## src/rtl/audio_i2s_tx_if.sv

```systemverilog
// audio_i2s_tx_if: stereo sample-pair push channel into the I2S transmitter.
// Signals: iL_DATA / iR_DATA sample pair, iVALID from source, oREADY from FIFO.
interface audio_i2s_tx_if #(
    parameter int DATA_WIDTH = 16
);
    logic [DATA_WIDTH-1:0] iL_DATA;
    logic [DATA_WIDTH-1:0] iR_DATA;
    logic                  iVALID;
    logic                  oREADY;

    modport master (
        output iL_DATA,
        output iR_DATA,
        output iVALID,
        input  oREADY
    );

    modport slave (
        input  iL_DATA,
        input  iR_DATA,
        input  iVALID,
        output oREADY
    );
endinterface

```

## src/rtl/audio_i2s_tx.sv

```systemverilog
// audio_i2s_tx: FIFO-fed stereo serialiser, I2S or left-justified, MSB first.
// Ports: iCLK, iRST_N (async low), iENABLE, iMODE, src (pair push, slave),
//        oAUD_BCK/oAUD_LRCK/oAUD_DATA, oUNDERRUN pulse, oFIFO_LEVEL.
module audio_i2s_tx #(
    parameter int DATA_WIDTH = 16,
    parameter int SLOT_WIDTH = 32,
    parameter int BCK_HALF   = 3,
    parameter int FIFO_DEPTH = 4
) (
    input  logic                       iCLK,
    input  logic                       iRST_N,
    input  logic                       iENABLE,
    input  logic                       iMODE,
    audio_i2s_tx_if.slave              src,
    output logic                       oAUD_BCK,
    output logic                       oAUD_LRCK,
    output logic                       oAUD_DATA,
    output logic                       oUNDERRUN,
    output logic [$clog2(FIFO_DEPTH):0] oFIFO_LEVEL
);

    localparam int AW  = $clog2(FIFO_DEPTH);
    localparam int LW  = AW + 1;
    localparam int NW  = $clog2(2 * SLOT_WIDTH);
    localparam int DVW = (BCK_HALF > 1) ? $clog2(BCK_HALF) : 1;
    localparam int PW  = 2 * DATA_WIDTH;

    localparam logic [NW-1:0]  SLOT_N   = NW'(SLOT_WIDTH);
    localparam logic [NW-1:0]  LAST_N   = NW'(2 * SLOT_WIDTH - 1);
    localparam logic [NW-1:0]  DW_N     = NW'(DATA_WIDTH);
    localparam logic [DVW-1:0] DIV_LAST = DVW'(BCK_HALF - 1);
    localparam logic [LW-1:0]  FULL_N   = LW'(FIFO_DEPTH);
    localparam bit             SAME_W   = (SLOT_WIDTH == DATA_WIDTH);

    typedef enum logic {
        IDLE,
        RUN
    } state_t;

    state_t state_q;
    state_t state_d;

    // FIFO
    logic [PW-1:0] mem [FIFO_DEPTH];
    logic [AW-1:0] wr_q;
    logic [AW-1:0] rd_q;
    logic [LW-1:0] lvl_q;
    logic [PW-1:0] rd_word;
    logic          empty;
    logic          ready;
    logic          push;
    logic          pop;

    // Timing counters
    logic [DVW-1:0] div_q;
    logic [NW-1:0]  n_q;
    logic           bck_q;
    logic           tick;
    logic           fall;
    logic           wrap;
    logic           load;

    // Current frame
    logic [DATA_WIDTH-1:0] l_q;
    logic [DATA_WIDTH-1:0] r_q;
    logic                  mode_q;
    logic                  prev_q;
    logic                  urun_q;

    // Serialiser
    logic                  lr;
    logic [NW-1:0]         p;
    logic [DATA_WIDTH-1:0] w;
    logic [DATA_WIDTH-1:0] sh_lj;
    logic [DATA_WIDTH-1:0] sh_i2s;
    logic                  bit_lj;
    logic                  bit_i2s;
    logic                  sdata;

    assign empty      = (lvl_q == '0);
    assign ready      = (lvl_q != FULL_N);
    assign src.oREADY = ready;
    assign push       = src.iVALID && ready;
    assign pop        = load && !empty;
    assign rd_word    = mem[rd_q];

    always_ff @(posedge iCLK) begin
        if (push) begin
            mem[wr_q] <= {src.iL_DATA, src.iR_DATA};
        end
    end

    always_ff @(posedge iCLK or negedge iRST_N) begin
        if (!iRST_N) begin
            wr_q  <= '0;
            rd_q  <= '0;
            lvl_q <= '0;
        end else begin
            if (push) begin
                wr_q <= wr_q + 1'b1;
            end
            if (pop) begin
                rd_q <= rd_q + 1'b1;
            end
            unique case ({push, pop})
                2'b10:   lvl_q <= lvl_q + 1'b1;
                2'b01:   lvl_q <= lvl_q - 1'b1;
                default: lvl_q <= lvl_q;
            endcase
        end
    end

    always_ff @(posedge iCLK or negedge iRST_N) begin
        if (!iRST_N) begin
            state_q <= IDLE;
        end else begin
            state_q <= state_d;
        end
    end

    // A frame load happens on the start edge and on every wrapping
    // BCK fall; a wrap with iENABLE low parks the block instead.
    always_comb begin
        state_d = state_q;
        load    = 1'b0;
        tick    = (state_q == RUN) && (div_q == DIV_LAST);
        fall    = tick && bck_q;
        wrap    = fall && (n_q == LAST_N);
        unique case (state_q)
            IDLE: begin
                if (iENABLE) begin
                    state_d = RUN;
                    load    = 1'b1;
                end
            end
            RUN: begin
                if (wrap) begin
                    if (iENABLE) begin
                        load = 1'b1;
                    end else begin
                        state_d = IDLE;
                    end
                end
            end
        endcase
    end

    always_ff @(posedge iCLK or negedge iRST_N) begin
        if (!iRST_N) begin
            div_q <= '0;
            bck_q <= 1'b0;
            n_q   <= '0;
        end else if (state_q == IDLE) begin
            div_q <= '0;
            bck_q <= 1'b0;
            n_q   <= '0;
        end else if (tick) begin
            div_q <= '0;
            bck_q <= !bck_q;
            if (fall) begin
                n_q <= wrap ? '0 : n_q + 1'b1;
            end
        end else begin
            div_q <= div_q + 1'b1;
        end
    end

    // prev_q keeps the last right-channel LSB for the I2S delayed bit;
    // a start from IDLE has no previous slot, so it is cleared.
    always_ff @(posedge iCLK or negedge iRST_N) begin
        if (!iRST_N) begin
            l_q    <= '0;
            r_q    <= '0;
            mode_q <= 1'b0;
            prev_q <= 1'b0;
            urun_q <= 1'b0;
        end else begin
            urun_q <= load && empty;
            if (load) begin
                mode_q <= iMODE;
                prev_q <= (state_q == RUN) && r_q[0];
                l_q    <= empty ? '0 : rd_word[PW-1:DATA_WIDTH];
                r_q    <= empty ? '0 : rd_word[DATA_WIDTH-1:0];
            end
        end
    end

    always_comb begin
        lr      = (n_q >= SLOT_N);
        p       = lr ? (n_q - SLOT_N) : n_q;
        w       = lr ? r_q : l_q;
        sh_lj   = w << p;
        sh_i2s  = w << (p - 1'b1);
        bit_lj  = (p < DW_N) && sh_lj[DATA_WIDTH-1];
        bit_i2s = 1'b0;
        if (p == '0) begin
            bit_i2s = SAME_W && (lr ? l_q[0] : prev_q);
        end else if (p <= DW_N) begin
            bit_i2s = sh_i2s[DATA_WIDTH-1];
        end
        sdata = mode_q ? bit_lj : bit_i2s;
    end

    assign oAUD_BCK    = bck_q;
    assign oAUD_LRCK   = (state_q == RUN) && lr;
    assign oAUD_DATA   = (state_q == RUN) && sdata;
    assign oUNDERRUN   = urun_q;
    assign oFIFO_LEVEL = lvl_q;

endmodule

```

## src/flat_wrapper.sv

```systemverilog
// flat-port wrapper written by rule: the top's interface ports become plain ports
module audio_i2s_tx_flat 
#(
    parameter int DATA_WIDTH = 16,
    parameter int SLOT_WIDTH = 32,
    parameter int BCK_HALF   = 3,
    parameter int FIFO_DEPTH = 4
)
  (iCLK, iRST_N, iENABLE, iMODE, oAUD_BCK, oAUD_LRCK, oAUD_DATA, oUNDERRUN, oFIFO_LEVEL, src_iL_DATA, src_iR_DATA, src_iVALID, src_oREADY);
  audio_i2s_tx_if #(.DATA_WIDTH(DATA_WIDTH)) src_i ();
  input  logic iCLK;
  input  logic iRST_N;
  input  logic iENABLE;
  input  logic iMODE;
  output logic oAUD_BCK;
  output logic oAUD_LRCK;
  output logic oAUD_DATA;
  output logic oUNDERRUN;
  output logic [$clog2(FIFO_DEPTH):0] oFIFO_LEVEL;
  input wire logic [$bits(src_i.iL_DATA)-1:0] src_iL_DATA;
  input wire logic [$bits(src_i.iR_DATA)-1:0] src_iR_DATA;
  input wire logic [$bits(src_i.iVALID)-1:0] src_iVALID;
  output wire logic [$bits(src_i.oREADY)-1:0] src_oREADY;
  assign src_i.iL_DATA = src_iL_DATA;
  assign src_i.iR_DATA = src_iR_DATA;
  assign src_i.iVALID = src_iVALID;
  assign src_oREADY = src_i.oREADY;
  audio_i2s_tx #(.DATA_WIDTH(DATA_WIDTH), .SLOT_WIDTH(SLOT_WIDTH), .BCK_HALF(BCK_HALF), .FIFO_DEPTH(FIFO_DEPTH)) u_core (.iCLK(iCLK), .iRST_N(iRST_N), .iENABLE(iENABLE), .iMODE(iMODE), .src(src_i), .oAUD_BCK(oAUD_BCK), .oAUD_LRCK(oAUD_LRCK), .oAUD_DATA(oAUD_DATA), .oUNDERRUN(oUNDERRUN), .oFIFO_LEVEL(oFIFO_LEVEL));
endmodule
```

## config.mk

```make
export PLATFORM = sky130hd
export DESIGN_NAME = audio_i2s_tx_flat
export DESIGN_NICKNAME = d
export VERILOG_FILES = /design/src/rtl/audio_i2s_tx_if.sv /design/src/rtl/audio_i2s_tx.sv /design/src/flat_wrapper.sv
export SDC_FILE = /design/constraint.sdc
export NUM_CORES = 1
export LEC_CHECK = 0
export BUFFER_PORTS_ARGS = -buffer_cell sky130_fd_sc_hd__buf_2
export CORE_UTILIZATION = 45
export DETAILED_ROUTE_END_ITERATION = 16
export HOLD_SLACK_MARGIN = 0.06
export PLACE_DENSITY_LB_ADDON = 0.12
export SETUP_SLACK_MARGIN = 0.5
export SLEW_MARGIN = 0
export SYNTH_ARGS = -nofsm -noshare
export SYNTH_HDL_FRONTEND = slang
export SYNTH_SLANG_ARGS = --single-unit
```

## constraint.sdc

```tcl
create_clock -name iCLK -period 3.28 [get_ports iCLK]
set_clock_uncertainty 0.1 [all_clocks]
set_input_delay 0.164 -clock iCLK [delete_from_list [all_inputs] [get_ports iCLK]]
set_output_delay 0.164 -clock iCLK [all_outputs]
set_load 0.01 [all_outputs]
```

### Yosys cells after proc, flatten, opt, wreduce, memory -nomap -nowiden

Memories as Yosys holds them, arrays and structs flattened.
Cells that the tools add are included.

| word-level totals | value |
|---|---|
| input port bits | 37 |
| output and inout bits | 8 |
| word-level logic and storage cells | 71 |
| memories | 1 |
| RAM bits | 128 |
| bits in registers | 51 |

| cells by class | value |
|---|---|
| bitwise operators | 1 |
| reduce and logical (&&, ||, !) cells | 15 |
| shifts and indexed selects | 2 |
| eq/ne operators | 7 |
| add/subtract/negate cells | 8 |
| order comparisons | 3 |
| multiplexer cells | 23 |

Memories:

| name | words | bits a word | rd ports | clocked after memory_dff | write ports | line | RTL |
|---|---|---|---|---|---|---|---|
| u_core.mem | 4 | 32 | 1 | 0 | 1 | audio_i2s_tx.sv:44 | `logic [PW-1:0] mem [FIFO_DEPTH];` |

Operators by type and width:

| kind | number |
|---|---|
| $mux W16 | 3 |
| $shl A16 B6 Y16 | 2 |
| $mux W6 | 5 |
| $mux W1 | 10 |
| $logic_and A1 B1 Y1 | 9 |
| $add A2 B1 Y2 const B | 3 |
| $add A6 B1 Y6 const B | 1 |
| $eq A6 B6 Y1 const B | 1 |
| $ge A6 B6 Y1 const B | 1 |
| $le A6 B5 Y1 const B | 1 |
| $logic_not A6 Y1 | 1 |
| $lt A6 B5 Y1 const B | 1 |
| $pmux W3 S2 | 1 |
| $sub A6 B1 Y6 const B | 1 |
| $sub A6 B6 Y6 const B | 1 |
| $eq A2 B2 Y1 const B | 2 |
| $mux W2 | 2 |
| $ne A2 B2 Y1 const B | 2 |
| $pmux W1 S2 | 2 |
| $add A3 B1 Y3 const B | 1 |
| $logic_not A3 Y1 | 1 |
| $ne A3 B3 Y1 const B | 1 |
| $sub A3 B1 Y3 const B | 1 |
| $eq A2 B1 Y1 const B | 1 |
| 4 further kinds | 5 |

### Depth between registers and ports, before layout

Gate-level depths: netlist of run 1.

| logic depth | value |
|---|---|
| depth in word-level cells | 9 |
| depth in mapped cells | 10 |
| gate-level depth less buffers | 10 |

### Least setup slack after synthesis of run 1

No wires, ideal clock.

| path | value |
|---|---|
| kind | register to output |
| from | register u_core.n_q[0] |
| to | output port oAUD_DATA |
| buffers on the path | 2 |
| cell stages (with the launch flop) | 10 |
| data arrival time | 2.471 ns |
| data required time | 3.016 ns |
| path slack | 0.545 ns |
| path through | dfrtp_1 > buf_2 > buf_2 > inv_1 > ha_1 > xor2_1 > mux2_2 > or3b_1 > nand4_1 > o31ai_1 |

| between the ends | value |
|---|---|
| cells in the longest elaborated chain, start to end | 8 |
| elaborated cells between the ends (all ways) | 15 |
| classes of those cells | add/sub (2); order compare (3); shift (2); mux (5); reduce/logical (3) |

Ends and longest elaborated chain:

| element | line | RTL |
|---|---|---|
| from (decl) | audio_i2s_tx.sv:56 | `logic [NW-1:0] n_q;` |
| from (signal assigned) | audio_i2s_tx.sv:161 | `n_q <= wrap ? '0 : n_q + 1'b1;` |
| $sub A6 B6 Y6 or $ge A6 B6 Y1 (tied branches) | audio_i2s_tx.sv:190, audio_i2s_tx.sv:189 |  |
| $mux W6 | audio_i2s_tx.sv:190 | `p = lr ? (n_q - SLOT_N) : n_q;` |
| $sub A6 B1 Y6 | audio_i2s_tx.sv:193 | `sh_i2s = w << (p - 1'b1);` |
| $shl A16 B6 Y16 | audio_i2s_tx.sv:193 |  |
| $mux W1 | audio_i2s_tx.sv:198 | `end else if (p <= DW_N) begin` |
| $mux W1 | audio_i2s_tx.sv:196 | `if (p == '0) begin` |
| $mux W1 (*) | audio_i2s_tx.sv:201 | `sdata = mode_q ? bit_lj : bit_i2s;` |
| $logic_and A1 B1 Y1 (*) | audio_i2s_tx.sv:206 | `assign oAUD_DATA = (state_q == RUN) && sdata;` |
| to (decl) | flat_wrapper.sv:17 | `output logic oAUD_DATA;` |

Every way passes the cells marked *; elsewhere a longest branch is shown, timed or not.

### Worst setup path in the final report of run 1

| path | value |
|---|---|
| from | register u_core.n_q[1] |
| to | output port oAUD_DATA |

The elaborated chain is that of the path after synthesis.

==> results.txt, run 1 <==
status -> finished, final reports clean
Syn Inst Count -> 449
Setup crit start kind -> flip-flop
layout net count -> 591
RSZ-0062 raised after global routing -> true
Die Span Y -> 131 um
Avg Cell Area, Syn -> 16.6 um^2
Hold Crit Start -> src_iVALID
power density over the cells -> 624 mW/mm^2
# placed instances -> 695
Max H-tree Level -> 4
Mapped Nets -> 495
share of cells above drive strength 1 -> 28.3%
GRT Overall Usage -> 18.3%
asr flop ratio synth -> 28.5%
Leak Pwr -> 3.40 nW
Seq/Total Area, Yosys -> 68.7%
deepest clock path buffer count -> 2
Crit. End Element -> output port
most frequent cells in the layout -> edfxtp_1, nand2_1, dfrtp_1, mux4_2, buf_2
die area -> 0.0171 mm^2
Skew-Pair Late Insertion Delay -> 0.44 ns
antenna cells -> 0
Distinct cells, synth -> 41
vias per cell -> 5.30
worst-margin pin slew -> 0.601 ns
WP data arrival -> 2.45 ns
Sw Pwr -> 1.41 mW
Worst Reg-to-Reg Cells -> 12
hpwl dp -> 8160 um
Residual DRC -> 0
Crit Path Class -> reg -> out
clock root buffer -> clkbuf_16
WHS -> 0.0753 ns
worst min path class -> in -> reg
clock period minus worst slack -> 2.72 ns
Critical R2R Launch -> u_core.n_q[0]
synthesis-to-layout area growth -> 21.2%
achievable frequency -> 368 MHz
Final Hold Vio Count -> 0
switch share -> 25.0%
worst path required time -> 3.02 ns
largest net degree at the start of global routing -> 66
Syn Std Cell Area -> 0.00745 mm^2
DR vias -> 4,103
first-pass GRT wire length -> 22,500 um
Clock transition at path regs -> 0.07 ns
flops & latches, synth -> 179
met3 WL post-DR -> 494 um
Initial DRT Pass Iterations -> 6
initial antenna violation count -> 0
Int Pwr -> 4.22 mW
TritonCTS clock tree -> built
initial core utilization -> 46.6%
total gr overflow -> 0
main flop type after synthesis -> edfxtp_1
Post-Layout Cell Count -> 774
VDD IR max -> 395 uV
yosys warns -> 0
period utilisation layout -> 82.8%
Port Buffer Count -> 44
TritonCTS Buffers -> 17
Clock power frac -> 36.5%
EDFF count, synth -> 128
final setup vio count -> 0
TNS Setup -> 0 ns
Post-Route M1 WL -> 6240 um
num rows -> 46
Max FO, Critical Path -> 4
Setup crit start -> u_core.n_q[1]
Top Ports -> 45
logic gate share of total power -> 12.1%
placer congestion estimate -> 0.824
sequential fraction of design power -> 51.4%
Slew HR -> 59.9%
max-slew violations -> 0
chip width -> 131 um
Antenna Nets Post-Route -> 0
first-iteration detailed-routing DRC count -> 346
met2 wire len -> 6960 um
Max-cap violations -> 0
Top Metal Used -> met4
Core ar. -> 0.0160 mm^2
hold path cells -> 3
vias in the first global route -> 4,246
CTS Sinks -> 179
most common cell after layout, fill and taps aside -> edfxtp_1
WL final -> 13,900 um
wire length per cell -> 18.0 um
[cell usage after synthesis (7+ instances only)]
cell      number  share of area (%)
edfxtp_1     128                 52
nand2_1       71                3.6
dfrtp_1       51                 17
mux4_2        46                 14
o21ai_0       35                2.4
clkbuf_1      15               0.76
buf_2         10               0.67
inv_1         10               0.50
nor2_1        10               0.50
ha_1           8                1.3
xor2_1         7               0.82
[per-stage QoR]
stage               cell area, um^2  util (%)  total power, mW  setup slack (ns)
global route                   9030      56.4             5.87             0.450
detailed placement             7930      49.6             3.62             0.544
floorplan                      7450         -             3.33             0.545
global placement               7930      49.6             3.59             0.605
CTS                            8960      56.0             5.71             0.505
finish                         9030      56.4             5.63             0.564
[path summary, 6_finish.rpt]
| check | slack, ns | endpoint |
|---|---|---|
| worst max-delay path | 0.56 | oAUD_DATA |
| worst min-delay path | 0.08 | u_core.wr_q[0] |
| worst max register to register | 0.70 | u_core.oFIFO_LEVEL[2] |
| worst min register to register | 0.38 | u_core.div_q[0] |
| max in group asynchronous | 2.11 | u_core.n_q[1] |
| min in group asynchronous | 0.18 | u_core.oUNDERRUN |
[power by group through the flow]
stage / clock network, mW / registers (mW) / logic (mW)
2_1_floorplan: 0 / 2.93 / 0.398
3_3_place_gp: 0 / 2.92 / 0.669
3_5_place_dp: 0 / 2.94 / 0.673
4_1_cts: 2.11 / 2.90 / 0.706
5_1_grt: 2.18 / 2.92 / 0.771
6_report: 2.06 / 2.89 / 0.682
[cell families after synthesis]
group,after synthesis,share of synthesized area [%]
flip-flops,179,68.7
AND/OR/NAND/NOR,114,7.07
AO/OA/AOI/OAI,45,3.48
buffers and inverters,37,2.18
XOR/XNOR,12,1.41
adder cells (fa/ha/maj),9,1.61
multiplexers,53,15.5
[registers in the layout, summed over array words and instances, names as in the netlist]
name                count
u_core.state_q          1
u_core.rd_q             2
u_core.mem            128
u_core.r_q             16
u_core.div_q            2
u_core.wr_q             2
u_core.n_q              6
u_core.oAUD_BCK         1
u_core.mode_q           1
u_core.l_q             16
u_core.oUNDERRUN        1
u_core.oFIFO_LEVEL      3
[worst max-delay path, cell delays in order (launching register included)]
cell and delay, ns:
dfrtp_2 0.45, inv_4 0.10, ha_4 0.14, xor2_1 0.15
buf_4 0.16, mux2_2 0.32, or3b_1 0.37, nand4_1 0.11
o31ai_2 0.07, buf_2 0.16
[metal layers]
metal / GRT usage, % / up-vias
li1: - / 1897
met1: 23.7 / 2108
met2: 30.3 / 80
met3: 4.23 / 18
met4: 6.69 / 0
met5: 0 / -
[layout make-up]
class | count | area [um^2]
Fill cell | 1333 | 6970
Tap cell | 216 | 270
Inverter | 10 | 40.0
Clock inverter | 13 | 159
Sequential cell | 179 | 5120
Multi-Input combinational cell | 233 | 2190
Clock buffer | 19 | 443
Timing Repair Buffer | 104 | 798
[timing repair]
action                                  CTS  global route
resized for setup                         6             7
hold buffers                             36             0
setup buffers                             7             3
pin swaps                                 0             3
cloned                                    0             1
endpoints found under the setup margin    1             2
endpoints found under the hold margin   155             0
(Power assumes the default switching activity.)
==> run 2: changes to the inputs <==
==> constraint.sdc (replaced) <==
create_clock -name iCLK -period 2.2 [get_ports iCLK]
set_clock_uncertainty 0.1 [all_clocks]
set_input_delay 0.11 -clock iCLK [delete_from_list [all_inputs] [get_ports iCLK]]
set_output_delay 0.11 -clock iCLK [all_outputs]
set_load 0.01 [all_outputs]
==> run 2 against run 1 <==
  * The run now ends with negative setup slack left
  * Critical path depth fell by 2
  * Design area grew 9.9%
  * Worst hold slack worse by 0.046 ns
  * Wire length rose by 16%
  * Global-route usage rose by 1.3 points
  * Flip-flop and latch count unchanged
  * Setup slack worse by 1.0 ns
  * Via count grew 7.6%
  * Sequential power is 49% higher
  * Highest routed layer unchanged
==> results.txt, run 2 (synthesis gave the netlist of run 1 again) <==
chip width -> 131 um
hold_buf cts -> 35
max incr delay on CP -> 0.49 ns
Max FO, Critical Path -> 6
vias in the first global route -> 4,420
Antenna Nets Post-Route -> 0
Skew-Pair Late Insertion Delay -> 0.44 ns
power density over the cells -> 902 mW/mm^2
most common cell after layout, fill and taps aside -> edfxtp_1
period utilisation layout -> 120%
Top Ports -> 45
Final Hold Vio Count -> 0
initial core utilization -> 46.6%
synthesis-to-layout area growth -> 33.2%
Largest Register -> u_core.mem
TritonCTS clock tree -> built
deepest clock path buffer count -> 2
Regs by FF count -> u_core.mem x128, u_core.l_q x16, u_core.r_q x16
WHS -> 0.0298 ns
placer congestion estimate -> 0.878
largest net degree at the start of global routing -> 37
status -> finished, violations left
vias per cell -> 5.41
Final Core Density -> 62.0%
WP data arrival -> 2.43 ns
clock period minus worst slack -> 2.64 ns
share of cells above drive strength 1 -> 38.2%
TNS Setup -> -0.955 ns
most frequent cells in the layout -> edfxtp_1, nand2_1, dfrtp_1, mux4_2, buf_2
first-iteration detailed-routing DRC count -> 220
Worst path most repeated cell -> mux4_2
antenna cells -> 0
Crit. End Element -> output port
wire length per cell -> 19.7 um
hpwl dp -> 8950 um
Port Buffer Count -> 44
Leak Pwr -> 3.79 nW
DP Worst Slack -> -0.104 ns
max-slew violations -> 0
Max H-tree Level -> 4
CTS Sinks -> 179
worst path required time -> 1.99 ns
WL final -> 16,100 um
achievable frequency -> 379 MHz
RSZ-0062 raised after global routing -> true
Core ar. -> 0.0160 mm^2
max reg flops -> 128
VDD IR max -> 538 uV
Die Span Y -> 131 um
die area -> 0.0171 mm^2
Slew HR -> 46.0%
Clock transition at path regs -> 0.07 ns
num rows -> 46
Residual DRC -> 0
layout net count -> 634
GRT Overall Usage -> 19.6%
Max-cap violations -> 0
worst-margin pin slew -> 0.811 ns
Crit Path Class -> reg -> out
Slowest cell on crit path -> mux4_2
TritonCTS Buffers -> 17
PnR worst setup slack -> -0.439 ns
final setup vio count -> 3
worst min path class -> in -> reg
Setup crit start kind -> flip-flop
Initial DRT Pass Iterations -> 4
failing checks -> negative setup slack
clock root buffer -> clkbuf_16
total gr overflow -> 0
final-layout fill cell count -> 1,211
initial antenna violation count -> 0
CP cell instances -> buf_12 -> mux4_2 -> mux4_2 -> a2bb2oi_1 -> nand4_1 -> o31ai_2 -> buf_2
first-pass GRT wire length -> 23,900 um
# placed instances -> 717
Post-Layout Cell Count -> 816
DR vias -> 4,414
-- run 2: what timing repair did --
item	4_1_cts	5_1_grt
setup buffers	12	8
endpoints found under the setup margin	140	82
pin swaps	8	8
resized for setup	22	25
hold endpoints to repair	165	1
gates cloned	5	8
-- run 2: power by group --
group | internal [mW] | leakage, nW | switching, mW
sequential | 4.18 | 1.86 | 0.121
clock | 2.00 | 0.309 | 1.25
combinational | 0.594 | 1.63 | 0.804
-- run 2: final cells by class --
cell class	count	area (um^2)	share of cell area [%]
clock buffer	17	425	4.29
clock inverter	14	211	2.13
inverter	10	37.5	0.378
multi-input combinational	234	2400	24.2
sequential	179	5120	51.6
tap	216	270	2.72
timing repair buffer	146	1450	14.6
-- run 2: final timing paths --
kind,start,endpoint,slack (ns),cells past startpoint
worst max-delay path,u_core.n_q[1],oAUD_DATA,-0.44,7
worst min-delay path,src_iVALID,u_core.wr_q[0],0.03,3
worst max register to register,u_core.n_q[1],u_core.oFIFO_LEVEL[2],-0.33,13
worst min register to register,u_core.div_q[0],u_core.div_q[0],0.37,1
max in group asynchronous,iRST_N,u_core.r_q[11],1.09,3
min in group asynchronous,iRST_N,u_core.oUNDERRUN,0.19,2
-- run 2: through the flow --
| stage | power [mW] | instance area (um^2) |
|---|---|---|
| final | 8.95 | 9920 |
| after global routing | 9.29 | 9920 |
| after CTS | 8.97 | 9590 |
| after detailed placement | 5.53 | 8260 |
| after global placement | 5.48 | 8260 |
| after floorplan | 5.00 | 7600 |
-- run 2: worst max-delay path, delay by kind of cell, from the launching register on --
family | cells | cell delay [ns]
multiplexers | 2 | 0.97
flip-flops | 1 | 0.41
buffers and inverters | 2 | 0.29
AO/OA/AOI/OAI | 2 | 0.23
AND/OR/NAND/NOR | 1 | 0.09
-- run 2: per-layer routing --
metal | GRT usage, % | wire length (um) | share of wire, % | vias to the layer above
li1 | - | - | - | 1996
met1 | 25.3 | 7220 | 45 | 2318
met2 | 33.0 | 8200 | 51 | 89
met3 | 4.15 | 514 | 3.2 | 11
met4 | 6.69 | 141 | 0.88 | 0
met5 | 0 | 0 | 0 | -
==> run 3: changes to the inputs <==
--- a/config.mk
+++ b/config.mk
@@ -5,6 +5,7 @@
 export SDC_FILE = /design/constraint.sdc
 export NUM_CORES = 1
 export LEC_CHECK = 0
+export ABC_AREA = 1
 export BUFFER_PORTS_ARGS = -buffer_cell sky130_fd_sc_hd__buf_2
 export CORE_UTILIZATION = 45
 export DETAILED_ROUTE_END_ITERATION = 16
==> run 3 against run 2 <==
  * The flow still finishes with violations (negative setup slack)
  * Final cell count rose by 28%
  * Design area increased by 4.3%
  * Area after synthesis rose by 3.3%
  * Sequential power grew 1%
  * Worst hold slack improved by 0.12 ns
  * Global-route usage rose by 1.0 points
  * Die area rose by 3.3%
  * Clock power shrank 6.8%
  * Core utilization grew 0.16 points
  * Setup slack improved by 0.29 ns
  * Combinational power down 4%
  * Power down 2.5%
  * Critical path type unchanged
==> results.txt, run 3 <==
RSZ-0062 raised after global routing -> true
failing checks -> negative setup slack
Max H-tree Level -> 4
vias per cell -> 5.24
die area -> 0.0176 mm^2
Seq/Total Area, Yosys -> 66.5%
Clock transition at path regs -> 0.06 ns
chip width -> 133 um
first-iteration detailed-routing DRC count -> 317
Die Span Y -> 133 um
share of cells above drive strength 1 -> 31.8%
clock root buffer -> clkbuf_16
DP Worst Slack -> -0.123 ns
initial antenna violation count -> 0
most common cell after layout, fill and taps aside -> nand2_1
period utilisation layout -> 107%
clock period minus worst slack -> 2.35 ns
max-slew violations -> 0
count leader, synth -> nand2_1
vias in the first global route -> 5,439
Regs by FF count -> u_core.mem x128, u_core.l_q x16, u_core.r_q x16
Setup crit start -> u_core.n_q[5]
TritonCTS clock tree -> built
power density over the cells -> 843 mW/mm^2
Syn Std Cell Area -> 0.00770 mm^2
Critical R2R Launch -> u_core.n_q[1]
WP data arrival -> 2.14 ns
Int Pwr -> 6.56 mW
worst-margin pin slew -> 0.374 ns
Distinct cells, synth -> 34
worst min path class -> in -> async
WL final -> 17,900 um
Initial DRT Pass Iterations -> 4
layout net count -> 856
Final Core Density -> 62.2%
Crit. End Element -> output port
hpwl dp -> 9770 um
Slew HR -> 75.1%
max reg flops -> 128
Syn Inst Count -> 664
TritonCTS Buffers -> 17
Port Buffer Count -> 44
flops & latches, synth -> 179
largest net degree at the start of global routing -> 67
total gr overflow -> 0
Final Hold Vio Count -> 0
main flop type after synthesis -> edfxtp_1
synthesis-to-layout area growth -> 34.4%
placer congestion estimate -> 0.849
Largest Register -> u_core.mem
Max-cap violations -> 0
Residual DRC -> 0
Total Power -> 8.73 mW
top cells by area, synth -> edfxtp_1, dfrtp_1, nand2_1, a32o_1, nand3_1
Skew-Pair Late Insertion Delay -> 0.43 ns
GRT Overall Usage -> 20.6%
VDD IR max -> 687 uV
Avg Cell Area, Syn -> 11.6 um^2
Sw Pwr -> 2.17 mW
EDFF count, synth -> 128
Mapped Nets -> 710
switch share -> 24.8%
first-pass GRT wire length -> 27,700 um
Setup crit start kind -> flip-flop
Clock power frac -> 34.7%
synth cell count leaders -> nand2_1, edfxtp_1, dfrtp_1, nand3_1, a21oi_1
logic gate share of total power -> 15.4%
achievable frequency -> 425 MHz
most frequent cells in the layout -> nand2_1, edfxtp_1, dfrtp_1, buf_4, buf_2
deepest clock path buffer count -> 2
sequential fraction of design power -> 49.8%
final setup vio count -> 3
Leak Pwr -> 4.25 nW
share of the synthesized area in the top cell type -> 49.9%
status -> finished, violations left
Worst Reg-to-Reg Cells -> 14
CTS Sinks -> 179
worst path required time -> 1.99 ns
DR vias -> 5,466
asr flop ratio synth -> 28.5%
num rows -> 47
PnR worst setup slack -> -0.154 ns
Core ar. -> 0.0166 mm^2
WHS -> 0.146 ns
initial core utilization -> 46.3%
Top Ports -> 45
antenna cells -> 0
wire length per cell -> 17.2 um
Antenna Nets Post-Route -> 0
Max FO, Critical Path -> 9
yosys warns -> 0
Crit Path Class -> reg -> out
Synth area leader -> edfxtp_1
-- run 3: changes by cell type in the layout (fill, tap and decap cells not counted), moves of 6 or more --
| cell | previous run | this run |
|---|---|---|
| a21oi_1 | 1 | 39 |
| a32o_1 | 1 | 32 |
| buf_4 | 36 | 45 |
| inv_1 | 7 | 25 |
| mux4_2 | 46 | 0 |
| nand2_1 | 70 | 182 |
| nand2_2 | 0 | 12 |
| nand2_4 | 0 | 10 |
| nand3_1 | 4 | 35 |
| nand3_2 | 0 | 15 |
| nor2_4 | 0 | 6 |
| o21ai_1 | 18 | 2 |
| o21ai_2 | 13 | 23 |
| o22ai_2 | 0 | 9 |
-- run 3: power by group through the flow --
stage	sequential [mW]	clock, mW	combinational (mW)
6_report	4.35	3.03	1.35
5_1_grt	4.39	3.22	1.46
2_1_floorplan	4.40	0	0.569
3_5_place_dp	4.41	0	1.02
4_1_cts	4.34	3.07	1.08
3_3_place_gp	4.39	0	1.00
-- run 3: timing repair --
| item | in CTS | in global routing |
|---|---|---|
| hold buffers | 37 | 0 |
| hold endpoints to repair | 183 | 0 |
| setup buffers | 15 | 22 |
| cloned | 4 | 6 |
| endpoints found under the setup margin | 41 | 170 |
| pin swaps | 31 | 29 |
| gates resized for setup | 71 | 46 |
-- run 3: per-layer routing --
layer	part of all wire [%]	track usage, %
met3	3.7	3.72
met4	1.9	8.75
met1	45	27.0
met2	49	33.7
met5	0	0
-- run 3: path summary, 6_finish.rpt --
path / end / slack, ns
worst max-delay path: oAUD_DATA / -0.15
worst min-delay path: u_core.r_q[5] / 0.15
worst max register to register: u_core.oFIFO_LEVEL[2] / -0.13
worst min register to register: u_core.div_q[0] / 0.36
max in group asynchronous: u_core.r_q[6] / 1.37
min in group iCLK: u_core.oFIFO_LEVEL[1] / 0.27
-- run 3: area by class of cell --
| cell class | count | area, um^2 |
|---|---|---|
| fillers | 1275 | 6290 |
| flip-flops and latches | 179 | 5120 |
| multi-input cells | 412 | 2570 |
| repair buffers | 161 | 1590 |
| clock buffers | 20 | 437 |
| well taps | 220 | 275 |
| inverters | 39 | 195 |
| clock inverters | 12 | 158 |
-- run 3: kinds of logic (layout without fill, tap and decap cells) --
logic type	Yosys count	after routing	share of synthesized area, %
buf+inv	73	232	4.23
xor+xnor	4	4	0.455
fa+ha+maj	9	9	1.56
simple gates	280	280	15.1
flops	179	179	66.5
compound gates	119	119	12.1
-- run 3: critical path, stage by stage (launching register included) --
cell and delay [ns]:
dfrtp_2 0.44, buf_12 0.14, buf_4 0.16, o21ai_0 0.27
nand2_2 0.10, nand3_2 0.08, nand3_2 0.07, nand3_2 0.09
nand2_2 0.06, a21oi_2 0.12, nor2_2 0.06, buf_2 0.13
-- run 3: through the flow --
step | std cells | cell area (um^2) | TNS, ns
2_1_floorplan | 664 | 7770 | -2.44
3_3_place_gp | 927 | 8410 | -0.0760
3_5_place_dp | 927 | 8410 | -0.142
4_1_cts | 1015 | 9840 | -0.164
5_1_grt | 1043 | 10300 | -0.531
6_report | 1043 | 10300 | -0.284
